--- config.mk ---
export PLATFORM = sky130hd
export DESIGN_NAME = blink_sched
export DESIGN_NICKNAME = d
export VERILOG_FILES = /design/src/rtl/blink_pkg.sv /design/src/rtl/blink_idle_timer.sv /design/src/rtl/blink_sched.sv
export SDC_FILE = /design/constraint.sdc
export NUM_CORES = 1
export LEC_CHECK = 0
export BUFFER_PORTS_ARGS = -buffer_cell sky130_fd_sc_hd__buf_2
export CAP_MARGIN = 10
export CORE_ASPECT_RATIO = 1.2
export CORE_UTILIZATION = 54
export DETAILED_ROUTE_END_ITERATION = 16
export GPL_ROUTABILITY_DRIVEN = 0
export MAX_ROUTING_LAYER = met4
export PLACE_DENSITY = 0.78
export RECOVER_POWER = 50
export SLEW_MARGIN = 15
export SYNTH_ARGS = -nofsm -noshare
export SYNTH_HDL_FRONTEND = slang
export SYNTH_HIERARCHICAL = 1
export SYNTH_SLANG_ARGS = --single-unit
--- constraint.sdc ---
create_clock -name blink_on_clk -period 2 [get_ports blink_on_clk]
set_clock_uncertainty 0.2 [all_clocks]
set_input_delay 0.1 -clock blink_on_clk [delete_from_list [all_inputs] [get_ports blink_on_clk]]
set_output_delay 0.1 -clock blink_on_clk [all_outputs]
set_load 0.01 [all_outputs]
--- src/rtl/blink_pkg.sv ---
// Shared types and constants for the setting-mode blink scheduler.
package blink_pkg;

    typedef enum logic [1:0] {
        IDLE = 2'd0,
        ON   = 2'd1,
        OFF  = 2'd2,
        HOLD = 2'd3
    } blink_state_t;

    localparam logic [1:0] MODE_CLOCK = 2'd0;
    localparam logic [1:0] MODE_TSET  = 2'd1;
    localparam logic [1:0] MODE_ASET  = 2'd2;

    localparam logic [1:0] POS_SEC  = 2'd0;
    localparam logic [1:0] POS_MIN  = 2'd1;
    localparam logic [1:0] POS_HOUR = 2'd2;
    localparam logic [1:0] POS_NONE = 2'd3;

    function automatic logic [5:0] pos2mask(input logic [1:0] pos);
        logic [5:0] m;
        m = '0;
        case (pos)
            POS_SEC:  m = 6'b000011;
            POS_MIN:  m = 6'b001100;
            POS_HOUR: m = 6'b110000;
            default:  m = '0;
        endcase
        return m;
    endfunction

endpackage

--- src/rtl/blink_idle_timer.sv ---
// Idle counter for the blink scheduler; hit marks the last idle cycle before timeout.
module blink_idle_timer #(
    parameter int unsigned TIMEOUT_TICKS = 30,
    parameter int unsigned CNT_W         = 8
) (
    input  logic blink_on_clk,
    input  logic rst_n,
    input  logic run,
    output logic hit
);

    logic [CNT_W-1:0] idle_cnt;

    assign hit = run && (idle_cnt == CNT_W'(TIMEOUT_TICKS - 1));

    always_ff @(posedge blink_on_clk or negedge rst_n) begin
        if (!rst_n) begin
            idle_cnt <= '0;
        end else if (!run || hit) begin
            idle_cnt <= '0;
        end else begin
            idle_cnt <= idle_cnt + 1'b1;
        end
    end

endmodule

--- src/rtl/blink_sched.sv ---
// Blink scheduler for clock-display setting modes; BLINK_TIMEOUT_EN enables the idle timeout and HOLD state.
module blink_sched
    import blink_pkg::*;
#(
    parameter int unsigned ON_TICKS      = 1,
    parameter int unsigned OFF_TICKS     = 1,
    parameter int unsigned TIMEOUT_TICKS = 30,
    parameter int unsigned CNT_W         = 8
) (
    input  logic       blink_on_clk,
    input  logic       rst_n,
    input  logic [1:0] setting_mode,
    input  logic [1:0] setting_position,
    input  logic       i_activity,
    output logic       o_blink,
    output logic [5:0] o_blank_mask,
    output logic       o_timeout
);

    blink_state_t     state;
    logic [CNT_W-1:0] phase_cnt;
    logic [1:0]       prev_pos;
    logic [1:0]       prev_mode;
    logic             active;
    logic             running;
    logic             restart;
    logic             on_end;
    logic             off_end;
    logic             idle_hit;

    assign active  = (setting_mode == MODE_TSET) || (setting_mode == MODE_ASET);
    assign running = (state == ON) || (state == OFF);
    // While running, prev_mode is always an active mode, so any mode change is a 1<->2 switch.
    assign restart = running && (i_activity || (setting_position != prev_pos)
                                 || (setting_mode != prev_mode));
    assign on_end  = (phase_cnt == CNT_W'(ON_TICKS - 1));
    assign off_end = (phase_cnt == CNT_W'(OFF_TICKS - 1));

`ifdef BLINK_TIMEOUT_EN
    blink_idle_timer #(
        .TIMEOUT_TICKS(TIMEOUT_TICKS),
        .CNT_W        (CNT_W)
    ) u_idle_timer (
        .blink_on_clk(blink_on_clk),
        .rst_n       (rst_n),
        .run         (active && running && !restart),
        .hit         (idle_hit)
    );
`else
    logic unused_timeout_cfg;
    assign unused_timeout_cfg = ^TIMEOUT_TICKS;
    assign idle_hit           = 1'b0;
`endif

    always_ff @(posedge blink_on_clk or negedge rst_n) begin
        if (!rst_n) begin
            state        <= IDLE;
            phase_cnt    <= '0;
            prev_pos     <= '0;
            prev_mode    <= '0;
            o_blink      <= 1'b0;
            o_blank_mask <= '0;
            o_timeout    <= 1'b0;
        end else begin
            prev_pos  <= setting_position;
            prev_mode <= setting_mode;
            o_timeout <= 1'b0;
            // Priority: exit, then entry/restart, then timeout, then phase progression.
            if (!active) begin
                state        <= IDLE;
                phase_cnt    <= '0;
                o_blink      <= 1'b0;
                o_blank_mask <= '0;
            end else if ((state == IDLE) || restart) begin
                state        <= ON;
                phase_cnt    <= '0;
                o_blink      <= 1'b1;
                o_blank_mask <= '0;
            end else if (idle_hit) begin
                state        <= HOLD;
                phase_cnt    <= '0;
                o_timeout    <= 1'b1;
                o_blink      <= 1'b1;
                o_blank_mask <= '0;
            end else begin
                case (state)
                    ON: begin
                        if (on_end) begin
                            state        <= OFF;
                            phase_cnt    <= '0;
                            o_blink      <= 1'b0;
                            o_blank_mask <= pos2mask(setting_position);
                        end else begin
                            phase_cnt    <= phase_cnt + 1'b1;
                            o_blink      <= 1'b1;
                            o_blank_mask <= '0;
                        end
                    end
                    OFF: begin
                        if (off_end) begin
                            state        <= ON;
                            phase_cnt    <= '0;
                            o_blink      <= 1'b1;
                            o_blank_mask <= '0;
                        end else begin
                            phase_cnt    <= phase_cnt + 1'b1;
                            o_blink      <= 1'b0;
                            o_blank_mask <= pos2mask(setting_position);
                        end
                    end
                    default: begin
                        state        <= HOLD;
                        phase_cnt    <= '0;
                        o_blink      <= 1'b1;
                        o_blank_mask <= '0;
                    end
                endcase
            end
        end
    end

endmodule

* Word-level counts from Yosys, hierarchy flattened
Index checks and enable logic that the tools add are counted.
** Cells by class
- Bitwise gates (word level) :: 0
- Reduce and logical (&&, ||, !) cells :: 11
- Order comparisons :: 0
- Div/mod/pow operators :: 0
- Multiply operators :: 0
- Equality and inequality tests :: 10
- Shifts and indexed selects :: 0
- Mux-type cells :: 20
- $add $sub $neg :: 1
** Operators by type and width (number)
- 8-bit two-way mux :: 4
- 6-bit two-way mux :: 4
- 6-bit one-hot mux with 3 select lines :: 1
- 6-bit one-hot mux with 2 select lines :: 1
- 8-bit by 1-bit adder with 8-bit output, second input constant :: 1
- 8-bit logical NOT :: 1
- 2-bit two-way mux :: 4
- 4-bit by 3-bit inequality test with 1-bit output, second input constant :: 2
- 2-bit by 1-bit equality test with 1-bit output, second input constant :: 3
- 2-bit equality test, second input constant :: 3
- 1-bit logical OR :: 5
- 2-bit logical NOT :: 2
- 1-bit two-way mux :: 4
- 2-bit inequality test :: 2
- 2-bit one-hot mux with 2 select lines :: 1
- 1-bit one-hot mux with 2 select lines :: 1
- 2-bit AND reduction :: 1
- 2-bit OR reduction :: 1
- 1-bit logical AND :: 1
** Word-level totals
- Word-level logic and storage cells :: 48
- Output and inout bits :: 8
- Latch bits :: 0
- Memories kept :: 0
- Bits in read-only memories :: 0
- Bits in registers :: 21
- Bits in writable memories :: 0
- Input bits :: 7

* Depth between registers and ports, before layout
Gate-level depths: netlist of run 1.
- Word-level depth :: 7
- Mapped depth :: 6

* Worst setup path after synthesis of run 1
No wires, ideal clock.
- Path type :: register -> register
- Start :: register phase_cnt[0]
- End :: register o_blank_mask[4]
- Path buffers :: 0
- Arrival :: 1378 ps
- Library setup time :: 105 ps
- Cell stages (with the launch flop) :: 7
- Setup slack :: 317 ps
- Cell sequence :: dfrtp_1 inv_1 ha_1 nor4b_4 nand2_2 mux2i_2 nor4b_1
** Between the ends
- Word-level cells in the longest chain between the ends :: 5
- Elaborated cells between the ends (all ways) :: 6
** Ends and longest elaborated chain
- start, declared :: RTL line blink_sched.sv:21 : logic [CNT_W-1:0] phase_cnt;
- start signal, assigned :: RTL line blink_sched.sv:94 : phase_cnt <= phase_cnt + 1'b1;
- start signal, assigned :: RTL line blink_sched.sv:106 : phase_cnt <= phase_cnt + 1'b1;
- 8-bit logical NOT * :: RTL line blink_sched.sv:36, blink_sched.sv:37
- 6-bit two-way mux, on equally long branches :: RTL line blink_sched.sv:100, blink_sched.sv:88
- 6-bit one-hot mux with 2 select lines * :: RTL line blink_sched.sv:86 : case (state)
- 6-bit two-way mux * :: RTL line blink_sched.sv:74 : end else if ((state == IDLE) || restart) begin
- 6-bit two-way mux * :: RTL line blink_sched.sv:69 : if (!active) begin
- end signal, assigned :: RTL line blink_sched.sv:92 : o_blank_mask <= pos2mask(setting_position);
- end signal, assigned :: RTL line blink_sched.sv:108 : o_blank_mask <= pos2mask(setting_position);
- end, declared :: RTL line blink_sched.sv:16 : output logic [5:0] o_blank_mask,
Mark *: on every way between the ends. The rest lies on a longest branch, timed or not.
A chain may end at the register's enable or synchronous reset.

* Worst setup path in the final report of run 1
- Start :: register phase_cnt[1]
- End :: register phase_cnt[6]
** Between the ends
- Word-level cells in the longest chain between the ends :: 5
- Elaborated cells between the ends (all ways) :: 6
** Ends and longest elaborated chain (RTL line)
- 8-bit by 1-bit adder with 8-bit output / 8-bit logical NOT (equally long branches)
- 8-bit two-way mux * :: blink_sched.sv:88, blink_sched.sv:100
- 8-bit two-way mux *
- 8-bit two-way mux * :: blink_sched.sv:74
- 8-bit two-way mux * :: blink_sched.sv:69
Marks and branches as above.

==> run summary, run 1 <==
Endpoints failing hold -> 0
I/O pin total -> 15
# DRC -> 0
Overall die height -> 47.7 um
Die Width -> 40.1 um
Max_cap viols -> 0
P&R area growth vs syn -> 19.3%
FP Rows -> 16
Synthesized area -> 940 um^2
Congestion Overflow GR -> 0
Vias per cell -> 5.38
Simple-Gate Fraction of Synth Area -> 20.9%
Fmax -> 0.539 GHz
First-pass GRT wire length -> 2.59 mm
Vias in the first global route -> 636
Fin Hold WS -> 0.269 ns
Place WS -> 0.0940 ns
WL per Instance -> 14.9 um
Prevailing post-synth register cell -> dfrtp_1
Relative slew slack -> 35.0%
Mapped Nets -> 96
Most instantiated cells after synthesis -> dfrtp_1, nor2_1
Synth Area in Compound Gates -> 4.93%
Endpoints failing setup -> 0
CTS Buf Count -> 3
Worst Path Arrival -> 1.83 ns
FF-to-FF setup slack -> 0.15 ns
Share of cells above drive strength 1 -> 21.9%
Number of synthesized register bits -> 18
Min Tclk post-route -> 1.85 ns
Synth warnings -> 6
Gate power share -> 20.6%
Yosys top cell area share -> 47.9%
Initial drt markers -> 8
Met1 Use GR -> 20.7%
Setup TNS -> 0 ns
Initial cell density of the core -> 57.9%
I/O Buffers -> 13
CTS tree -> built
Core area -> 0.00162 mm^2
Layout Cells excl Fill -> 123
Xor/xnor share of the synthesized area -> 11.2%
Clk_lat worst skew -> 0.29 ns
Status -> completed
Post-Syn Instances -> 83
Yosys cell types -> 28
DRT Wirelength -> 1.83 mm
RSZ-0062 raised after global routing -> no
HP Class -> in -> async
Power per cell area -> 687 mW/mm^2
Gr busiest metal -> met2
Net switching power -> 0.000207 W
Critical Path Start Type -> flip-flop
Layout filler cell count -> 125
Dpl cells -> 111
Layout Nets -> 119
Sequential Power Share -> 50.5%
GRT met3 Usage -> 4.19%
Detailed-route via count -> 662
Crit. End Element -> flip-flop
Worst EP required -> 1.98 ns
Global Route Usage Sum -> 21.8%
Power share of the clock group -> 28.8%
Static leakage -> 0.521 nW
1st-pass router iterations -> 2
Largest net degree at the start of global routing -> 19
CTS sink cnt -> 18
Async SR Flop Fraction -> 100%
Sw Share -> 26.9%
Adder-cell share of the synthesized area -> 7.99%
Post-Syn Area per Cell -> 11.3 um^2
Crit Path Max Fanout -> 7
P_int -> 0.000563 W
Clk slew on worst S/H paths -> 0.10 ns
Setup WS post-layout -> 0.145 ns
Ant. Diodes -> 0
CTS max path bufs -> 2
Slew Viols, Final -> 0
Die area -> 0.00191 mm^2
Crit share post-route -> 92.7%
VDD IR max -> 0.000546 V
Root Buffer -> clkbuf_4
Detailed placement HPWL -> 1.32 mm
Worst Setup Path Type -> reg -> reg
Met2 Track Usage GR -> 40.6%
Mux cell area share after synthesis -> 1.46%
Post-synth EDFFs -> 0
Synth area leader -> dfrtp_1
Top post-synthesis cells by area -> dfrtp_1, ha_1, xnor2_1
Initial antenna violation count -> 0
H-Tree Depth -> 1
Antenna viol nets, final -> 0
Largest family of logic cells by synthesized area -> simple AND/OR/NAND/NOR gates
Count leader, synth -> dfrtp_1
Register area share after synthesis -> 47.9%
Slew @ Worst Pin -> 0.976 ns
final timing paths:
check,startpoint,to,cells past startpoint
max,phase_cnt[1]$_DFF_PN0_,phase_cnt[6]$_DFF_PN0_,7
min in group blink_on_clk,phase_cnt[0]$_DFF_PN0_,phase_cnt[0]$_DFF_PN0_,2
min,rst_n,phase_cnt[5]$_DFF_PN0_,2
max in group asynchronous,rst_n,o_blank_mask[3]$_DFF_PN0_,2
max reg2reg,phase_cnt[1]$_DFF_PN0_,phase_cnt[6]$_DFF_PN0_,7
min reg2reg,phase_cnt[0]$_DFF_PN0_,phase_cnt[0]$_DFF_PN0_,2
power groups by stage:
stage / Combinational [W] / Clock [W] / Sequential, W
floorplan: 0.0000996 / 0 / 0.000396
global placement: 0.000134 / 0 / 0.000396
detailed placement: 0.000143 / 0 / 0.000397
CTS: 0.000153 / 0.000227 / 0.000389
global route: 0.000180 / 0.000245 / 0.000391
finish: 0.000159 / 0.000222 / 0.000389
stage by stage:
step | area [um^2] | utilization (%) | total power, W
6_report | 1120 | 69.1 | 0.000770
5_1_grt | 1120 | 69.1 | 0.000816
4_1_cts | 1100 | 67.9 | 0.000769
3_5_place_dp | 1000 | 62.0 | 0.000540
3_3_place_gp | 1000 | 62.0 | 0.000530
2_1_floorplan | 940 | - | 0.000496
layer usage:
metal	part of all wire [%]	up-vias	wire length (um)
li1	-	322	-
met3	2.0	7	37
met5	0	-	0
met2	57	12	1040
met1	39	321	706
met4	2.6	0	48
critical path: stages (launching register included):
cell,delay [ns]
dfrtp_1,0.44
inv_1,0.07
ha_1,0.13
nor4b_4,0.27
nand2_2,0.13
buf_4,0.18
nand4b_1,0.24
nor2_1,0.09
flip-flops by register name, summed over array words and instances (netlist names):
name,cells
o_blink,1
o_blank_mask,3
prev_pos,2
prev_mode,2
state,2
phase_cnt,8
cells by family after synthesis:
family                     after synthesis
AOI/OAI and AO/OA                        7
xor gates and xnor gates                12
adders and majority gates                6
buffers and inverters                    9
DFF                                     18
muxes                                    1
other                                    1
and+or+nand+nor                         29
timing repair:
item | CTS | global route
hold endpoints to repair | 27 | 0
gates resized for setup | 0 | 2
setup endpoints to repair | 0 | 10
setup buffers | 0 | 2
hold buffers | 6 | 0
placed cells by master, fill, tap and decap left out, types with 2 or more instances in the layout:
master and n:
dfrtp_1 18, xnor2_1 6, nor2_1 8, and3_1 2, a31oi_1 2, nor4b_2 3, clkbuf_4 3, inv_1 5
xor2_1 6, dlygate4sd3_1 6, buf_4 3, buf_2 8, nand3_1 6, ha_1 6, clkbuf_1 5
cell type report:
type / count / area, um^2 / share of cell area (%)
Timing Repair Buffer: 22 / 141 / 12.6
Sequential cell: 18 / 450 / 40.2
Tap cell: 18 / 22.5 / 2.01
Clock buffer: 4 / 36.3 / 3.24
Inverter: 5 / 18.8 / 1.67
Multi-Input combinational cell: 56 / 452 / 40.3
No activity file was read; power rests on OpenSTA's default activity.
==> run 2, diff against run 1 <==
==> constraint.sdc (replaced) <==
create_clock -name blink_on_clk -period 1.8 [get_ports blink_on_clk]
set_clock_uncertainty 0.2 [all_clocks]
set_input_delay 0.09 -clock blink_on_clk [delete_from_list [all_inputs] [get_ports blink_on_clk]]
set_output_delay 0.09 -clock blink_on_clk [all_outputs]
set_load 0.01 [all_outputs]
==> run summary, run 2 (synthesized netlist as in run 1, its figures left out) <==
Clk_lat worst skew -> 0.30 ns
Endpoints failing hold -> 0
I/O pin total -> 15
CTS sink cnt -> 18
Relative slew slack -> 34.7%
VDD IR max -> 0.000692 V
P&R area growth vs syn -> 26.5%
CTS max path bufs -> 2
Worst r2r src -> phase_cnt[1]$_DFF_PN0_
Static leakage -> 0.559 nW
Initial drt markers -> 2
CTS Buf Count -> 3
Fmax -> 0.575 GHz
Fin util -> 73.3%
Antenna viol nets, final -> 0
Vias in the first global route -> 610
CTS tree -> built
R2R Path End -> o_blank_mask[4]$_DFF_PN0_
Initial antenna violation count -> 0
Setup TNS -> 0 ns
WL per Instance -> 13.6 um
Most flop-heavy register -> phase_cnt
Critical Path Start Type -> flip-flop
Die Width -> 40.1 um
FP Rows -> 16
Worst Path Arrival -> 1.75 ns
Worst EP required -> 1.81 ns
Crit Path Max Fanout -> 5
Slew @ Worst Pin -> 0.980 ns
Initial cell density of the core -> 57.9%
# DRC -> 0
Clk slew on worst S/H paths -> 0.10 ns
Worst Setup Path Type -> reg -> reg
Power per cell area -> 759 mW/mm^2
Layout Nets -> 124
Status -> completed
H-Tree Depth -> 1
RSZ-0062 raised after global routing -> yes
Overall die height -> 47.7 um
1st-pass router iterations -> 4
Max_cap viols -> 0
Detailed placement HPWL -> 1.14 mm
Core area -> 0.00162 mm^2
I/O Buffers -> 13
Worst r2r path cells -> 6
Largest net degree at the start of global routing -> 19
Largest regs -> phase_cnt: 8 flops, o_blank_mask: 3 flops
Root Buffer -> clkbuf_4
Vias per cell -> 5.23
DRT Wirelength -> 1.75 mm
Crit share post-route -> 96.6%
Slew Viols, Final -> 0
Endpoints failing setup -> 0
Congestion Overflow GR -> 0
Share of cells above drive strength 1 -> 31.8%
Commonest non-fill, non-tap cells in the layout -> dfrtp_1, buf_2, nor2_1, buf_4
Critical Path, Cell by Cell -> inv_1, ha_1, nor4b_4, nand2_2, mux2i_2, nor4b_2
Min Tclk post-route -> 1.74 ns
Family with the most delay on the worst path -> simple AND/OR/NAND/NOR gates
First-pass GRT wire length -> 2.39 mm
Commonest non-fill, non-tap cell in the layout -> dfrtp_1
Global Route Usage Sum -> 19.6%
CP max stage delay -> 0.39 ns
Fin Hold WS -> 0.254 ns
CP Buf/Inv Count -> 1
Ant. Diodes -> 0
HP Class -> in -> async
Die area -> 0.00191 mm^2
FF-to-FF setup slack -> 0.06 ns
Number of flip-flops in the largest register -> 8
Crit. End Element -> flip-flop
Detailed-route via count -> 669
Critical-path top delay cell -> dfrtp_1
run 2: how the worst max path moves through the flow:
stage	start	endpoint	slack, ns	depth (start not counted)
after floorplan	phase_cnt[0]$_DFF_PN0_	o_blank_mask[4]$_DFF_PN0_	0.12	6
after global placement	state[1]$_DFFE_PN0P_	o_blank_mask[1]$_DFF_PN0_	0.04	5
after detailed placement	state[1]$_DFFE_PN0P_	o_blank_mask[1]$_DFF_PN0_	-0.06	5
after CTS	state[1]$_DFFE_PN0P_	o_blank_mask[1]$_DFF_PN0_	0.03	5
after global routing	phase_cnt[1]$_DFF_PN0_	o_blink$_DFF_PN0_	-0.1	7
final	phase_cnt[1]$_DFF_PN0_	o_blank_mask[4]$_DFF_PN0_	0.06	6
run 2: through the flow:
| stage | cells | power (W) | worst slack, ns | area [um^2] |
|---|---|---|---|---|
| after floorplan | 83 | 0.000551 | 0.117 | 940 |
| after global placement | 116 | 0.000594 | 0.0446 | 1040 |
| after detailed placement | 116 | 0.000598 | -0.0598 | 1040 |
| after CTS | 127 | 0.000861 | 0.0262 | 1150 |
| after global routing | 128 | 0.000944 | -0.0955 | 1190 |
| final | 128 | 0.000902 | 0.0618 | 1190 |
run 2: cell type report:
type / count / area [um^2]
multi-input combinational: 56 / 477
tap: 18 / 22.5
fill: 116 / 433
inverter: 5 / 18.8
timing repair buffer: 27 / 184
clock buffer: 4 / 36.3
sequential: 18 / 450
run 2: power by group:
part | leakage, nW | switching [W] | total (W) | internal (W)
registers | 0.237 | 0.00000989 | 0.000431 | 0.000421
logic | 0.301 | 0.000107 | 0.000219 | 0.000112
clock network | 0.0210 | 0.000128 | 0.000252 | 0.000124
total | 0.559 | 0.000246 | 0.000902 | 0.000656
run 2: timing repair:
item,CTS,global route
pin swaps,0,2
endpoints found under the setup margin,3,5
setup buffers,1,1
hold buffers,6,0
hold endpoints to repair,28,0
gates resized for setup,1,5
run 2: metal layers:
layer	global-route usage, %	wire length (um)	vias up
met3	4.19	33	2
met2	33.5	947	11
met5	-	0	-
met1	21.6	735	320
met4	8.28	29	0
li1	-	-	336
